--- src/rtl/misaligned_lsu_if.sv ---
// rtl/misaligned_lsu_if.sv - MEM-stage request and data-memory port bundle for misaligned_lsu
interface misaligned_lsu_if;
  logic        memreadM_in;
  logic        memwriteM_in;
  logic [31:0] aluAddress_in;
  logic [31:0] DataWriteM_in;
  logic [2:0]  func3;
  logic [31:0] mem_addr;
  logic [31:0] mem_wdata;
  logic        mem_we;
  logic [2:0]  mem_func3;
  logic [31:0] mem_rdata;
  logic [31:0] load_data_out;
  logic        stall_out;
  logic        misalign_exc_out;

  modport master (
    output memreadM_in, memwriteM_in, aluAddress_in, DataWriteM_in, func3, mem_rdata,
    input  mem_addr, mem_wdata, mem_we, mem_func3, load_data_out, stall_out, misalign_exc_out
  );

  modport slave (
    input  memreadM_in, memwriteM_in, aluAddress_in, DataWriteM_in, func3, mem_rdata,
    output mem_addr, mem_wdata, mem_we, mem_func3, load_data_out, stall_out, misalign_exc_out
  );
endinterface

--- src/rtl/misaligned_lsu.sv ---
// rtl/misaligned_lsu.sv - MEM-stage load/store sequencer that splits misaligned accesses into byte ops
module misaligned_lsu #(
  parameter bit SPLIT_EN = 1'b1
) (
  input logic             clk,
  input logic             reset,
  misaligned_lsu_if.slave bus
);
  localparam logic [0:0] IDLE  = 1'b0;
  localparam logic [0:0] SPLIT = 1'b1;

  logic [0:0]  state;
  logic [1:0]  byte_idx;
  logic [23:0] acc;

  logic        request;
  logic        is_half;
  logic        is_word;
  logic        mis;
  logic        split_active;
  logic        is_last;
  logic        sign_bit;
  logic [1:0]  cur_idx;
  logic [1:0]  last_idx;
  logic [7:0]  wr_byte;
  logic [31:0] assembled;

  assign request  = bus.memreadM_in | bus.memwriteM_in;
  assign is_half  = (bus.func3 == 3'b001) || (bus.func3 == 3'b101);
  assign is_word  = (bus.func3 == 3'b010);
  assign mis      = (is_half && bus.aluAddress_in[0]) ||
                    (is_word && (bus.aluAddress_in[1:0] != 2'b00));
  // Reset forces pass-through so the pipeline is released in the same cycle it is asserted.
  assign split_active = SPLIT_EN && !reset && ((state == SPLIT) || (request && mis));
  assign cur_idx  = (state == SPLIT) ? byte_idx : 2'd0;
  assign last_idx = is_word ? 2'd3 : 2'd1;
  assign is_last  = (cur_idx == last_idx);
  assign sign_bit = !bus.func3[2] && bus.mem_rdata[7];

  always_comb begin
    wr_byte = bus.DataWriteM_in[7:0];
    case (cur_idx)
      2'd1:    wr_byte = bus.DataWriteM_in[15:8];
      2'd2:    wr_byte = bus.DataWriteM_in[23:16];
      2'd3:    wr_byte = bus.DataWriteM_in[31:24];
      default: wr_byte = bus.DataWriteM_in[7:0];
    endcase
  end

  assign assembled = is_word ? {bus.mem_rdata[7:0], acc}
                             : {{16{sign_bit}}, bus.mem_rdata[7:0], acc[7:0]};

  always_comb begin
    bus.mem_addr      = bus.aluAddress_in;
    bus.mem_wdata     = bus.DataWriteM_in;
    bus.mem_we        = bus.memwriteM_in;
    bus.mem_func3     = bus.func3;
    bus.load_data_out = bus.mem_rdata;
    bus.stall_out     = 1'b0;
    if (split_active) begin
      bus.mem_addr      = bus.aluAddress_in + {30'd0, cur_idx};
      bus.mem_wdata     = {24'd0, wr_byte};
      bus.mem_func3     = bus.memwriteM_in ? 3'b000 : 3'b100;
      bus.load_data_out = assembled;
      bus.stall_out     = !is_last;
    end
  end

  assign bus.misalign_exc_out = mis && request && !SPLIT_EN;

  always_ff @(posedge clk or posedge reset) begin
    if (reset) begin
      state    <= IDLE;
      byte_idx <= 2'd0;
      acc      <= 24'd0;
    end else if (split_active) begin
      if (is_last) begin
        state    <= IDLE;
        byte_idx <= 2'd0;
        acc      <= 24'd0;
      end else begin
        state    <= SPLIT;
        byte_idx <= cur_idx + 2'd1;
        case (cur_idx)
          2'd0:    acc[7:0]   <= bus.mem_rdata[7:0];
          2'd1:    acc[15:8]  <= bus.mem_rdata[7:0];
          default: acc[23:16] <= bus.mem_rdata[7:0];
        endcase
      end
    end
  end
endmodule

--- src/flat_wrapper.sv ---
// flat-port wrapper written by rule: the top's interface ports become plain ports
module misaligned_lsu_flat 
#(
  parameter bit SPLIT_EN = 1'b1
)
  (clk, reset, bus_memreadM_in, bus_memwriteM_in, bus_aluAddress_in, bus_DataWriteM_in, bus_func3, bus_mem_rdata, bus_mem_addr, bus_mem_wdata, bus_mem_we, bus_mem_func3, bus_load_data_out, bus_stall_out, bus_misalign_exc_out);
  misaligned_lsu_if bus_i ();
  input logic clk;
  input logic reset;
  input wire logic [$bits(bus_i.memreadM_in)-1:0] bus_memreadM_in;
  input wire logic [$bits(bus_i.memwriteM_in)-1:0] bus_memwriteM_in;
  input wire logic [$bits(bus_i.aluAddress_in)-1:0] bus_aluAddress_in;
  input wire logic [$bits(bus_i.DataWriteM_in)-1:0] bus_DataWriteM_in;
  input wire logic [$bits(bus_i.func3)-1:0] bus_func3;
  input wire logic [$bits(bus_i.mem_rdata)-1:0] bus_mem_rdata;
  output wire logic [$bits(bus_i.mem_addr)-1:0] bus_mem_addr;
  output wire logic [$bits(bus_i.mem_wdata)-1:0] bus_mem_wdata;
  output wire logic [$bits(bus_i.mem_we)-1:0] bus_mem_we;
  output wire logic [$bits(bus_i.mem_func3)-1:0] bus_mem_func3;
  output wire logic [$bits(bus_i.load_data_out)-1:0] bus_load_data_out;
  output wire logic [$bits(bus_i.stall_out)-1:0] bus_stall_out;
  output wire logic [$bits(bus_i.misalign_exc_out)-1:0] bus_misalign_exc_out;
  assign bus_i.memreadM_in = bus_memreadM_in;
  assign bus_i.memwriteM_in = bus_memwriteM_in;
  assign bus_i.aluAddress_in = bus_aluAddress_in;
  assign bus_i.DataWriteM_in = bus_DataWriteM_in;
  assign bus_i.func3 = bus_func3;
  assign bus_i.mem_rdata = bus_mem_rdata;
  assign bus_mem_addr = bus_i.mem_addr;
  assign bus_mem_wdata = bus_i.mem_wdata;
  assign bus_mem_we = bus_i.mem_we;
  assign bus_mem_func3 = bus_i.mem_func3;
  assign bus_load_data_out = bus_i.load_data_out;
  assign bus_stall_out = bus_i.stall_out;
  assign bus_misalign_exc_out = bus_i.misalign_exc_out;
  misaligned_lsu #(.SPLIT_EN(SPLIT_EN)) u_core (.clk(clk), .reset(reset), .bus(bus_i));
endmodule
--- config.mk ---
export PLATFORM = sky130hd
export DESIGN_NAME = misaligned_lsu_flat
export DESIGN_NICKNAME = d
export VERILOG_FILES = /design/src/rtl/misaligned_lsu_if.sv /design/src/rtl/misaligned_lsu.sv /design/src/flat_wrapper.sv
export SDC_FILE = /design/constraint.sdc
export NUM_CORES = 1
export LEC_CHECK = 0
export ABC_AREA = 1
export CORE_MARGIN = 4
export CORE_UTILIZATION = 33
export DETAILED_ROUTE_END_ITERATION = 10
export PLACE_DENSITY_LB_ADDON = 0.12
export SKIP_CTS_REPAIR_TIMING = 1
export SYNTH_ARGS = -nofsm -noshare
export SYNTH_HDL_FRONTEND = slang
export SYNTH_SLANG_ARGS = --single-unit
export TNS_END_PERCENT = 100
--- constraint.sdc ---
create_clock -name clk -period 4.45 [get_ports clk]
set_input_delay 0.89 -clock clk [delete_from_list [all_inputs] [get_ports clk]]
set_output_delay 0.89 -clock clk [all_outputs]
set_load 0.05 [all_outputs]
[Yosys cells after proc, flatten, opt, wreduce, memory -nomap -nowiden]
Index checks and enable logic that the tools add are counted.
Word-level totals
  bits in registers: 27
  bits of input ports: 103
  logic and storage cells: 51
Operators by class
  bitwise logic cells: 1
  reductions and logical operators: 19
  mux-type cells: 16
  add/subtract/negate cells: 2
  equal/unequal tests: 8
Operators with widths (count)
  $mux W32: 4
  $add A32 B2 Y32: 1
  $mux W24: 1
  $mux W8: 3
  $pmux W8 S3: 1
  $mux W2: 3
  $mux W3: 2
  $reduce_and A2 Y1: 3
  $reduce_bool A2 Y1: 3
  $logic_and A1 B1 Y1: 5
  $eq A2 B2 Y1 const B: 2
  $eq A3 B1 Y1 const B: 1
  $eq A3 B2 Y1 const B: 1
  $eq A3 B3 Y1 const B: 1
  $logic_not A1 Y1: 3
  $logic_or A1 B1 Y1: 3
  $add A2 B1 Y2 const B: 1
  $eq A2 B1 Y1 const B: 1
  $eq A2 B2 Y1: 1
  $logic_not A2 Y1: 1
  $mux W1: 2
  $ne A2 B1 Y1 const B: 1
  $reduce_or A2 Y1: 1
  $or A1 B1 Y1: 1

[Depth between registers and ports, before layout]
Gate-level depths: netlist (run 1).
  depth in word-level cells: 8
  depth in mapped cells: 16
  gate-level depth less buffers: 16

[Worst setup path before layout (run 1)]
No wires, ideal clock.
  path type: input -> output
  from: in reset
  to: out bus_mem_func3[2]
  path slack: 0.626 ns
  cell stages on the path: 4
  arrival time: 2.934 ns
  data required time: 3.560 ns
  path through: inv_1 -> nand2_1 -> clkbuf_1 -> o21ai_0
On the way
  longest elaborated chain between the ends: 3
RTL lines
  start, declared: RTL line flat_wrapper.sv:9  | input logic reset;
  $logic_not A1 Y1: RTL line misaligned_lsu.sv:34  | assign split_active = SPLIT_EN && !reset && ((state == SPLIT) || (request && mis));
  $logic_and A1 B1 Y1: RTL line misaligned_lsu.sv:34
  $mux W3: RTL line misaligned_lsu.sv:60  | if (split_active) begin
  end, declared: RTL line flat_wrapper.sv:19  | output wire logic [$bits(bus_i.mem_func3)-1:0] bus_mem_func3;
Every way passes these cells.

[Final worst setup path (run 1)]
  from: in bus_aluAddress_in[1]
  to: out bus_load_data_out[3]
On the way
  longest elaborated chain between the ends: 7
RTL lines
  start, declared: RTL line flat_wrapper.sv:12  | input wire logic [$bits(bus_i.aluAddress_in)-1:0] bus_aluAddress_in;
  $reduce_bool A2 Y1: RTL line misaligned_lsu.sv:32  | (is_word && (bus.aluAddress_in[1:0] != 2'b00));
  $logic_and A1 B1 Y1: RTL line misaligned_lsu.sv:32
  $logic_or A1 B1 Y1: RTL line misaligned_lsu.sv:31  | assign mis = (is_half && bus.aluAddress_in[0]) ||
  $logic_and A1 B1 Y1: RTL line misaligned_lsu.sv:34
  $logic_or A1 B1 Y1: RTL line misaligned_lsu.sv:34
  $logic_and A1 B1 Y1: RTL line misaligned_lsu.sv:34
  $mux W32: RTL line misaligned_lsu.sv:60
  end, declared: RTL line flat_wrapper.sv:20  | output wire logic [$bits(bus_i.load_data_out)-1:0] bus_load_data_out;
Every way passes these cells.

==> results of run 1 <==
[cells in the final DEF (no fill, tap or decap), drive strengths merged, types with 5 or more instances in the layout]
| cell type | Yosys | final |
|---|---|---|
| clkdlybuf4s50 | 0 | 111 |
| nand4 | 6 | 6 |
| o21ai | 66 | 66 |
| nand3 | 44 | 44 |
| inv | 79 | 79 |
| nor2 | 77 | 77 |
| dfrtp | 27 | 27 |
| ha | 5 | 5 |
| nor3 | 15 | 15 |
| nand3b | 8 | 8 |
| nand2 | 352 | 352 |
| buf | 25 | 99 |
| xor2 | 5 | 5 |
[worst max-delay path: cells and delay by family]
| kind | cells | cell delay [ps] |
|---|---|---|
| buffers and inverters | 4 | 1230 |
| AO/OA/AOI/OAI | 2 | 600 |
| AND/OR/NAND/NOR | 4 | 290 |
[worst paths after layout]
kind / endpoint / depth (start not counted)
hold / removal: u_core.acc[18] / 2
setup / recovery: bus_load_data_out[3] / 10
hold reg to reg: u_core.acc[18] / 2
setup reg to reg: u_core.acc[15] / 9
max in group asynchronous: u_core.acc[21] / 3
min in group asynchronous: u_core.byte_idx[0] / 3
[layout make-up]
cell class	instances	area [um^2]
Clock inverter	1	5.00
Multi-Input combinational cell	588	2590
Sequential cell	27	676
Timing Repair Buffer	210	2150
Fill cell	1125	5010
Clock buffer	3	75.1
Tap cell	140	175
Inverter	80	300
[power by group]
group | internal [mW] | switching, mW
clock | 0.121 | 0.0806
combinational | 0.703 | 1.46
sequential | 0.355 | 0.0722
total | 1.18 | 1.61
[cell families after synthesis]
group                      after synthesis  synth area share
other                                    1           0.00100
AOI/OAI and AO/OA                       72             0.105
and+or+nand+nor                        504             0.552
buffers and inverters                  109             0.130
DFF                                     27             0.181
xor gates and xnor gates                 6            0.0140
adders and majority gates                5            0.0167
[cell usage after synthesis, types with 3 or more instances]
| cell | instances |
|---|---|
| buf_2 | 8 |
| buf_4 | 14 |
| clkbuf_1 | 4 |
| dfrtp_1 | 27 |
| ha_1 | 5 |
| inv_1 | 75 |
| inv_2 | 4 |
| nand2_1 | 344 |
| nand2_2 | 6 |
| nand3_1 | 42 |
| nand3b_1 | 8 |
| nand4_1 | 6 |
| nor2_1 | 73 |
| nor2_2 | 4 |
| nor3_1 | 15 |
| o211ai_1 | 3 |
| o21ai_0 | 63 |
| xor2_1 | 5 |
[metrics by stage]
step	worst slack, ps	std cells
global route	274	1049
global placement	543	1045
floorplan	626	724
finish	487	1049
detailed placement	486	1045
CTS	471	1049
[routing by layer]
metal,vias up,part of all wire
met3,11,0.083
met2,192,0.46
met5,-,0
met4,0,0.0083
met1,2195,0.45
li1,2609,-
[state kept, by name, indices dropped and copies added, names as in the netlist]
register / cells
u_core.acc: 24
u_core.byte_idx: 2
u_core.state: 1
==> impl_results.md, run 1 <==
* Status: finished clean
* GRT Total Usage at 0.220
* Post-route cell area at about 6000 um^2
* Root Driver: clkbuf_16
* Most common cell on crit path: nand2_1
* Setup Viol. Count Final at 0
* Post-synth EDFFs at 0
* Critical path endpoint category: primary output
* Leak at a little over 3 nW
* Clock Skews at 3.10 ps
* Register area share after synthesis at 0.181
* Startpoint Class: primary input
* Post-route ant nets at 0
* Post-synth ARST share at 1.00
* Cell chain of the critical path: clkdlybuf4s50_1, inv_2, nand2_1, nand3_1, nand2_1, nand2_1, a21oi_4, buf_12, o21ai_0, buf_12
* Synth top area cells: nand2_1 35%, dfrtp_1 18%, o21ai_0 8.4%
* R2r setup slk at ~2500 ps
* Total power at 2.79 mW
* Num rows at 38
* Die area at between 10000 and 15000 um^2
* Hold_ws at between 400 and 500 ps
* CP required at between 3000 and 4000 ps
* Deepest clock path buffer count at 2
* Max_cap viols at 0
* ANT cells at 0
* Mapped cell area at about 3700 um^2
* Ys flop type: dfrtp_1
* CTS tree: built
* Pwr/cell area at around 470 nW/um^2
* Worst vdd ir at 0.240 mV
* Global placement routability congestion at ~0.91
* Met3 Usage GRT at 0.0328
* Fin util at 0.544
* Final HPWL from detailed placement at 12500 um
* Drt total wl at roughly 15000 um
* Core region area at ~11000 um^2
* Initial Util at 0.341
* Die H at roughly 110 um
* Number of global-route vias before repair at between 4000 and 5000
* GRT busiest layer: met2
* First-pass GRT wire length at around 24000 um
* Largest net degree at the start of global routing at 111
* Hold Crit Start: u_core.acc[18]
* Vias per cell at about 4.8
* Slowest-stage cell, CP: clkdlybuf4s50_1
* Post-Route Setup TNS at 0 ps
* Crit path from: bus_aluAddress_in[1]
* Hold Path Class: reg -> reg
* Worst skew pair latency at ~260 ps
* Number of synthesized register bits at 27
* Via count at 5007
* Tcrit/Tclk final at 0.891
* Post-Syn Nets at about 830
* Fmax achieved at ~250 MHz
* Grt total ovfl at 0
* CP Data Arrival Time at just over 3000 ps
* # clock sinks at 27
* Reg2reg start: u_core.state
* Least-Margin Pin Slew at 524 ps
* Met1 Usage GRT at 0.303
* Syn_area_per_cell at about 5.2 um^2
* Min Tclk post-route at between 3000 and 4000 ps
* Die width at between 100 and 150 um
* Leading area contributor after synthesis: nand2_1
* Max incr delay on CP at 530 ps
* Htree depth at 1
* Top cell type's share of synthesized area at 0.345
* Final Hold Fails at 0
* Unrepaired setup endpoints after global routing: no
* Critical path class: in -> out
* Synth Instances at a little over 700
* Placed cell area at ~6000 um^2
* Port buffer count at between 200 and 250
* Clock-pin slew on the worst setup and hold paths at roughly 60 ps
* Initial antenna violation count at 0
* Fraction of layout instances using a drive strength above 1 at 0.138
* Yosys warns at 0
* Final #Nets at just over 1000
* GR Layer Usage met2 at 0.371
* Starting DRT DRC Count at 361
* Slew margin rel. at 0.650
* Max-slew violation count at 0
* TritonCTS Buffers at 3
* Per-cell routed wire length at approximately 14 um
* DRC at 0
* Max FO, Critical Path at between 100 and 150
* Io pins at between 200 and 250
* Layout area overhead at 59.6%
* Synth unique cells at 32
* 1st-pass router iterations at 5
Note: power is estimated with default switching activity, not from simulation.
==> inputs of run 2 (changes only) <==
--- a/config.mk
+++ b/config.mk
@@ -6,7 +6,7 @@
 export NUM_CORES = 1
 export LEC_CHECK = 0
 export ABC_AREA = 1
-export CORE_MARGIN = 4
+export CORE_MARGIN = 2
 export CORE_UTILIZATION = 33
 export DETAILED_ROUTE_END_ITERATION = 10
 export PLACE_DENSITY_LB_ADDON = 0.12
==> run 2 against run 1 <==
Sequential share of layout area is essentially flat; register-to-register slack lost 70 ps; power grew 0.77%; highest routed layer unchanged.
==> impl_results.md, run 2 (synthesis results as in run 1) <==
* Fmax achieved at 250 MHz
* Clock-pin slew on the worst setup and hold paths at about 60 ps
* Least-Margin Pin Slew at 564 ps
* Status: finished clean
* TritonCTS Buffers at 3
* First-pass GRT wire length at between 20000 and 25000 um
* Layout area overhead at 59.8%
* Crit path buffers/inverters at 4
* Root Driver: clkbuf_16
* CTS tree: built
* Number of global-route vias before repair at approximately 4700
* Largest registers: u_core.acc x24, u_core.byte_idx x2, u_core.state x1
* Crit Reg-Reg Endpoint: u_core.acc[12]
* Max FO, Critical Path at 88
* Internal at about 1.2 mW
* Core region area at 10900 um^2
* Critical path endpoint category: primary output
* Logic pwr share at 0.776
* Die width at between 100 and 150 um
* Hold Path Class: reg -> reg
* Grt total ovfl at 0
* ANT cells at 0
* Htree depth at 1
* Largest net degree at the start of global routing at 89
* 1st-pass router iterations at 5
* Final HPWL from detailed placement at about 12000 um
* Die H at between 100 and 150 um
* Most common cell on crit path: nand2_1
* Die area at around 12000 um^2
* Max incr delay on CP at ~460 ps
* Global placement routability congestion at 0.914
* Hold Path End: u_core.acc[17]
* Final #Nets at just over 1000
* Per-cell routed wire length at between 10 and 15 um
* Max FFs per register at 24
* Worst vdd ir at 0.251 mV
* Seq pwr share at 0.152
* Hold path depth at 2
* Commonest cells after routing, fill and taps aside: 344 x nand2_1, 111 x clkdlybuf4s50_1, 75 x inv_1
* Pre-CTS setup slack at ~480 ps
* Slew margin rel. at 0.623
* Post-route ant nets at 0
* Port buffer count at just over 200
* Post-Place Cells at 1044
* Initial antenna violation count at 0
* Min Tclk post-route at between 4000 and 5000 ps
* Hold Crit Start: u_core.acc[17]
* Startpoint Class: primary input
* Deepest clock path buffer count at 2
* Max-slew violation count at 0
* Setup Viol. Count Final at 0
* CP required at 3560 ps
* Post-Route Setup TNS at 0 ps
* Worst skew pair latency at 260 ps
* Largest Register: u_core.acc
* FF-to-FF path depth at 9
* Num rows at 38
* # clock sinks at 27
* Final Hold Fails at 0
* Max_cap viols at 0
* Io pins at roughly 200
* CP Data Arrival Time at between 3000 and 4000 ps
* R2r setup slk at 2460 ps
* Drt total wl at between 15000 and 20000 um
* GRT Total Usage at 0.237
* Unrepaired setup endpoints after global routing: no
* Reg2reg start: u_core.state
* Finished Layout Cells at approximately 1000
* Via count at ~5000
* Critical path class: in -> out
* Fraction of layout instances using a drive strength above 1 at 0.137
* Clock power share at 0.072
* Cell chain of the critical path: clkdlybuf4s50_1, inv_1, nor2_2, nand3_1, nand2_1, nand2_1, a21oi_4, buf_12, nand2_1, o21ai_0, buf_12
* Tcrit/Tclk final at 0.899
* Area occupied by multi-input gates at between 2000 and 3000 um^2
* Register area at ~680 um^2
* Leak at about 3.1 nW
* Sw Ratio at 0.578
* Final worst setup slack at between 400 and 500 ps
* Hold_ws at 474 ps
* Pwr/cell area at 470 nW/um^2
* Fillers at ~1100
* Initial Util at 0.342
* CP delay by family, top: buffers and inverters
* Clock Skews at between 5 and 6 ps
* Starting DRT DRC Count at ~340
* DRC at 0
* NetSw at about 1.6 mW
* Vias per cell at 4.82
* Commonest non-fill, non-tap cell in the layout: nand2_1
* Slowest-stage cell, CP: a21oi_4
## run 2: worst min-delay path: stages (launching register included)
cell and delay (ps):
dfrtp_1 340, nand2_1 60, nand2_1 40
## run 2: worst max path at each step
stage / startpoint / end / cells past startpoint
floorplan: reset / bus_mem_func3[2] / 4
detailed placement: bus_aluAddress_in[0] / bus_load_data_out[4] / 11
global route: bus_aluAddress_in[1] / bus_load_data_out[4] / 11
finish: bus_func3[1] / bus_load_data_out[4] / 11
global placement: bus_func3[1] / bus_load_data_out[7] / 11
CTS: bus_func3[1] / bus_load_data_out[4] / 11
## run 2: layout make-up
type / count / share of cell area
multi-input combinational: 588 / 0.433
clock inverter: 1 / 0.000837
clock buffer: 3 / 0.0126
sequential: 27 / 0.113
inverter: 80 / 0.0502
tap: 140 / 0.0293
timing repair buffer: 209 / 0.361
## run 2: per-stage QoR
step                total power, mW   util  instance area, um^2
floorplan                      1.85      -                 3740
global placement               2.59  0.539                 5900
finish                         2.81  0.547                 5980
global route                   3.00  0.547                 5980
CTS                            2.82  0.547                 5980
detailed placement             2.61  0.539                 5900
## run 2: power groups by stage
stage                     clock network [mW]  logic (mW)  registers, mW
after floorplan                            0        1.44          0.406
final                                  0.203        2.18          0.426
after global placement                     0        2.16          0.427
after global routing                   0.218        2.34          0.438
after detailed placement                   0        2.18          0.429
after CTS                              0.206        2.19          0.425
## run 2: per-layer routing
metal	routed length, um	vias up	GRT usage
met5	0	-	0
met4	301	0	0.0583
met3	971	20	0.0329
met2	6860	201	0.389
met1	6890	2225	0.328
li1	-	2605	-
==> inputs of run 3 (changes only) <==
--- a/config.mk
+++ b/config.mk
@@ -8,6 +8,7 @@
 export ABC_AREA = 1
 export CORE_MARGIN = 2
 export CORE_UTILIZATION = 33
+export CTS_CLUSTER_SIZE = 10
 export DETAILED_ROUTE_END_ITERATION = 10
 export PLACE_DENSITY_LB_ADDON = 0.12
 export SKIP_CTS_REPAIR_TIMING = 1
==> results of run 3 <==
The final DEF is identical to that of run 2; final timing and power are the same.
